**config.mk**
```make
export PLATFORM = sky130hd
export DESIGN_NAME = conv_encoder
export DESIGN_NICKNAME = d
export VERILOG_FILES = /design/src/rtl/conv_encoder.sv
export SDC_FILE = /design/constraint.sdc
export NUM_CORES = 1
export LEC_CHECK = 0
export CAP_MARGIN = 40
export CELL_PAD_IN_SITES_DETAIL_PLACEMENT = 1
export CELL_PAD_IN_SITES_GLOBAL_PLACEMENT = 1
export CORE_MARGIN = 2
export CORE_UTILIZATION = 38
export DETAILED_ROUTE_END_ITERATION = 12
export PLACE_DENSITY_LB_ADDON = 0.1
export SYNTH_ARGS = -nofsm -noshare
export SYNTH_HDL_FRONTEND = slang
export SYNTH_SLANG_ARGS = --single-unit
```
**constraint.sdc**
```tcl
create_clock -name clk -period 2.2 [get_ports clk]
set_clock_uncertainty 0.05 [all_clocks]
set_input_delay 0.66 -clock clk [delete_from_list [all_inputs] [get_ports clk]]
set_output_delay 0.66 -clock clk [all_outputs]
set_load 0.005 [all_outputs]
```
**src/rtl/conv_encoder.sv**
```systemverilog
// Rate-1/2, constraint-length-4 convolutional encoder with a zero tail.
// Takes a frame of payload bits over valid/ready and emits one registered
// {y1,y0} symbol per bit, then 3 tail symbols that flush the memory to zero.
module conv_encoder #(
  parameter logic [3:0]  G0    = 4'b1111,
  parameter logic [3:0]  G1    = 4'b1011,
  parameter int unsigned LEN_W = 8
) (
  input  logic             clk,
  input  logic             rst,
  input  logic             enable,
  input  logic             start,
  input  logic [LEN_W-1:0] frame_len,
  input  logic             in_bit,
  input  logic             in_valid,
  output logic             in_ready,
  output logic [1:0]       sym_out,
  output logic             sym_valid,
  input  logic             sym_ready,
  output logic             sym_last,
  output logic             busy,
  output logic             done
);

  typedef enum logic [1:0] {IDLE, DATA, TAIL} state_t;

  localparam logic [LEN_W-1:0] CNT_ONE = LEN_W'(1);
  localparam logic [LEN_W-1:0] CNT_TWO = LEN_W'(2);

  state_t           state;
  logic [2:0]       sr;
  logic [LEN_W-1:0] count;
  logic [LEN_W-1:0] len_q;

  logic       slot_free;
  logic       accept;
  logic       tail_go;
  logic       enc_fire;
  logic       enc_d;
  logic       start_ok;
  logic       last_hs;
  logic [3:0] taps;
  logic [1:0] enc_sym;

  // Handshake qualification and the encoder tap network.
  always_comb begin
    slot_free = !sym_valid || sym_ready;
    in_ready  = (state == DATA) && slot_free;
    accept    = in_ready && in_valid;
    tail_go   = (state == TAIL) && slot_free;
    enc_fire  = accept || tail_go;
    enc_d     = accept ? in_bit : 1'b0;
    taps      = {enc_d, sr[0], sr[1], sr[2]};
    enc_sym   = {^(G1 & taps), ^(G0 & taps)};
    last_hs   = sym_valid && sym_ready && sym_last;
    // The FSM returns to IDLE when the last tail symbol is loaded, but a new
    // frame must wait until that symbol has actually left (busy dropped).
    start_ok  = (state == IDLE) && !busy && start;
  end

  // Frame FSM, shift register and registered symbol output.
  always_ff @(posedge clk or negedge rst) begin
    if (!rst) begin
      state     <= IDLE;
      sr        <= '0;
      count     <= '0;
      len_q     <= '0;
      sym_out   <= '0;
      sym_valid <= 1'b0;
      sym_last  <= 1'b0;
      busy      <= 1'b0;
      done      <= 1'b0;
    end else if (!enable) begin
      state     <= IDLE;
      sr        <= '0;
      count     <= '0;
      len_q     <= '0;
      sym_out   <= '0;
      sym_valid <= 1'b0;
      sym_last  <= 1'b0;
      busy      <= 1'b0;
      done      <= 1'b0;
    end else begin
      done <= last_hs;

      if (start_ok) begin
        busy <= 1'b1;
      end else if (last_hs) begin
        busy <= 1'b0;
      end

      if (slot_free) begin
        sym_valid <= enc_fire;
        sym_last  <= tail_go && (count == CNT_TWO);
        if (enc_fire) begin
          sym_out <= enc_sym;
        end
      end

      if (enc_fire) begin
        sr <= {sr[1], sr[0], enc_d};
      end

      case (state)
        IDLE: begin
          if (start_ok) begin
            len_q <= frame_len;
            count <= '0;
            state <= (frame_len == '0) ? TAIL : DATA;
          end
        end
        DATA: begin
          if (accept) begin
            if (count == len_q - CNT_ONE) begin
              count <= '0;
              state <= TAIL;
            end else begin
              count <= count + CNT_ONE;
            end
          end
        end
        TAIL: begin
          if (tail_go) begin
            if (count == CNT_TWO) begin
              count <= '0;
              state <= IDLE;
            end else begin
              count <= count + CNT_ONE;
            end
          end
        end
        default: state <= IDLE;
      endcase
    end
  end

endmodule

```
==> summary.md, run 1 <==
| Metric | Value |
|---|---|
| Final design utilization | 55.8% |
| CTS tree | done |
| Max-slew violations | 0 |
| First-pass GRT wire length | 8.71 mm |
| Final WS setup | -0.108 ns |
| Top Layer Used | met4 |
| Critical Path End | count[3]$_DFFE_PN0P_ |
| GP Congestion | 0.807 |
| Die H | 70.8 um |
| Nets | 263 |
| Pin count of the biggest net entering global routing | 28 |
| DRT Pass-1 Iters | 4 |
| Synthesized area | 0.00169 mm2 |
| Fillers | 498 |
| Hpwl dp | 3.51 mm |
| Flop-to-flop setup slack | -0.11 ns |
| FF/Latch Area | 679 um2 |
| Remaining Overflow, GRT | 0 |
| Via count | 1656 |
| Worst reg2reg path startpoint | state[0]$_DFFE_PN0P_ |
| Iter 0 DRT Violations | 47 |
| Synth Net Count | 208 |
| Synth warnings | 0 |
| RSZ-0062 raised after global routing | yes |
| Core area | 0.00432 mm2 |
| Final hold vios | 0 |
| Initial antenna violation count | 0 |
| Peak VDD IR | 0.570 mV |
| Endpoints failing setup | 8 |
| CP arrival | 2.45 ns |
| Post-synth top area share | 39.9% |
| Relative slew margins | 69.4% |
| Io pins | 22 |
| Post-synthesis mux area share | 5.91% |
| Total GRT Usage | 21.8% |
| Cell with the most instances after synthesis | dfrtp_1 |
| CP Launch Point | state[0]$_DFFE_PN0P_ |
| Wire length per cell | 17.8 um |
| Largest family of logic cells by synthesized area | simple AND/OR/NAND/NOR gates |
| Crit path kind | reg2reg |
| Cells after Synth | 187 |
| Leading area contributor after synthesis | dfrtp_1 |
| Reg2Reg Depth | 9 |
| Drt via density | 5.65 |
| Simple-gate area share of the yosys netlist | 21.9% |
| Vias in the first global route | 1791 |
| R2r endpoint | count[3]$_DFFE_PN0P_ |
| Crit start category | flip-flop |
| Met3 WL | 105 um |
| Complex-gate fraction of the synthesized area | 16.8% |
| Number of enable flip-flop cells after synthesis | 0 |
| Req. time, crit path | 2.34 ns |
| Syn Area/Cell | 9.06 um2 |
| CP Capture Type | flip-flop |
| Max cap viols | 0 |
| Dominant cells by area after synthesis | dfrtp_1, mux2i_1, a21oi_1 |
| Crit-path max FO | 6 |
| Placed Area | 0.00210 mm2 |
| Synthesis-stage register bit count | 27 |
| CTS sink count | 27 |
| Place WS | -0.561 ns |
| Die Wd | 70.8 um |
| Post-Synth Adder-Cell Area | 4.43% |
| Post-route ant nets | 0 |
| Row count | 24 |
| Port Buffers | 21 |
| Met1 Routed Length | 2.23 mm |
| Pwr/cell area | 935 mW/mm2 |
| Initial Util | 39.2% |
| Multi-input gate area | 0.00109 mm2 |
| Die area | 0.00501 mm2 |
| Netlist cell types | 37 |
| Number of remaining DRC errors | 0 |
| Seq/Total Area, Yosys | 39.9% |
| Synth async-reset ratio | 100% |
| Max Fclk | 433 MHz |
| Clk_lat worst skew | 0.28 ns |
| CTS clk-pin slew, worst paths | 0.10 ns |
| Fraction of layout cells with a size suffix above 1 | 28.6% |
| Maximum clock insertion buffer count | 2 |
| Top cells by count, synth | dfrtp_1, nor2_1, a21oi_1 |
| Antenna Cells | 0 |
| CTS buffer count | 3 |
| Synth Flop Type | dfrtp_1 |
| Root Driver | clkbuf_8 |
| Final Cycle Share | 105% |
| Area Overhead vs Synth | 42.5% |
| Failing checks | setup timing |
| Tmin final | 2.31 ns |
| WL final | 5.22 mm |
| H-Tree Depth | 1 |
| XOR/XNOR share of the synthesized area | 6.72% |
| Status | complete, but fails checks |
| Met2 wire length | 2.83 mm |
| Worst hold path type | reg2reg |
| Leak | 1.07 nW |
| Slew @ Worst Pin | 0.454 ns |
| Fin area | 0.00241 mm2 |
| Power consumption | 2.26 mW |
cells by family after synthesis:
group	count (synthesis)
simple gates	71
compound gates	43
flops	27
buf+inv	17
xor+xnor	13
mux	10
fa+ha+maj	6
where the power goes:
part / total (mW) / internal [mW] / leakage [nW] / switching [mW]
sequential: 0.653 / 0.562 / 0.365 / 0.0906
clock: 0.294 / 0.127 / 0.0255 / 0.166
combinational: 1.31 / 0.699 / 0.674 / 0.612
total: 2.26 / 1.39 / 1.07 / 0.869
routing by layer:
metal  vias to the layer above  global-route usage (%)
met2                        29                    40.0
li1                        780                       -
met5                         -                       0
met4                         0                    6.08
met3                         5                    2.28
met1                       842                    26.9
timing repair:
| item | 4_1_cts | 5_1_grt |
|---|---|---|
| gates resized for setup | 35 | 16 |
| buffers inserted | 10 | 3 |
| pin swaps | 11 | 5 |
| setup endpoints to repair | 9 | 10 |
| hold buffers | 0 | 0 |
| gates cloned | 1 | 0 |
worst min path at each step:
| stage | startpoint | to | slack, ns | cells after the start |
|---|---|---|---|---|
| final | sym_out[1]$_DFFE_PN0P_ | sym_out[1]$_DFFE_PN0P_ | 0.51 | 2 |
| after global routing | sym_out[0]$_DFFE_PN0P_ | sym_out[0]$_DFFE_PN0P_ | 0.55 | 2 |
| after CTS | sym_out[1]$_DFFE_PN0P_ | sym_out[1]$_DFFE_PN0P_ | 0.52 | 2 |
| after detailed placement | sym_out[1]$_DFFE_PN0P_ | sym_out[1]$_DFFE_PN0P_ | 0.51 | 2 |
| after global placement | sr[2]$_DFFE_PN0N_ | sr[2]$_DFFE_PN0N_ | 0.47 | 2 |
| after floorplan | rst | busy$_DFFE_PN0P_ | 0.31 | 0 |
worst max-delay path: stages (launching register included):
cell and delay (ns):
dfrtp_2 0.45, inv_4 0.06, ha_4 0.17, buf_6 0.13, a22oi_2 0.19, nand4_1 0.19, o41ai_4 0.49, a31o_4 0.20
nand2b_1 0.08, a31oi_1 0.19
stage by stage:
step	hold slack, ns	cells	setup TNS [ns]
after detailed placement	0.505	275	-5.06
after CTS	0.519	290	-0.372
after global placement	0.475	275	-3.61
after global routing	0.555	293	-1.16
final	0.508	293	-0.504
after floorplan	0.314	187	0
layout make-up:
type,instances,share of cell area (%)
sequential,27,28.1
timing repair buffer,57,20.6
inverter,9,1.50
clock inverter,1,0.207
clock buffer,3,1.71
multi-input combinational,144,45.1
tap,52,2.69
layout by cell type, fill, tap and decap left out, types with 3 or more instances in the layout:
master / netlist / routed
a21oi_1: 15 / 12
a31oi_1: 6 / 6
and3_1: 4 / 4
buf_4: 0 / 29
buf_6: 1 / 7
clkbuf_8: 0 / 3
clkdlybuf4s50_1: 0 / 16
dfrtp_1: 27 / 24
dfrtp_2: 0 / 3
dlygate4sd2_1: 0 / 3
ha_4: 0 / 3
inv_1: 9 / 7
mux2i_1: 10 / 10
nand2_1: 13 / 11
nand2b_1: 10 / 9
nand3_1: 9 / 9
nor2_1: 19 / 18
nor3_1: 6 / 5
nor4_1: 3 / 3
o21a_1: 3 / 3
o21ai_0: 7 / 4
xnor2_1: 8 / 8
xor2_1: 5 / 5
state kept, by name (all words and copies together) (netlist names):
register and cells:
sym_valid 1, done 1, len_q 8, sym_out 2, sym_last 1, state 2
busy 1, count 8, sr 3
(Power assumes the default switching activity.)
==> run 2, diff against run 1 <==
--- a/config.mk
+++ b/config.mk
@@ -10,6 +10,7 @@
 export CELL_PAD_IN_SITES_GLOBAL_PLACEMENT = 1
 export CORE_MARGIN = 2
 export CORE_UTILIZATION = 38
+export CTS_CLUSTER_SIZE = 24
 export DETAILED_ROUTE_END_ITERATION = 12
 export PLACE_DENSITY_LB_ADDON = 0.1
 export SYNTH_ARGS = -nofsm -noshare
==> results of run 2 <==
Final layout, timing and power as in run 1 (identical DEF).
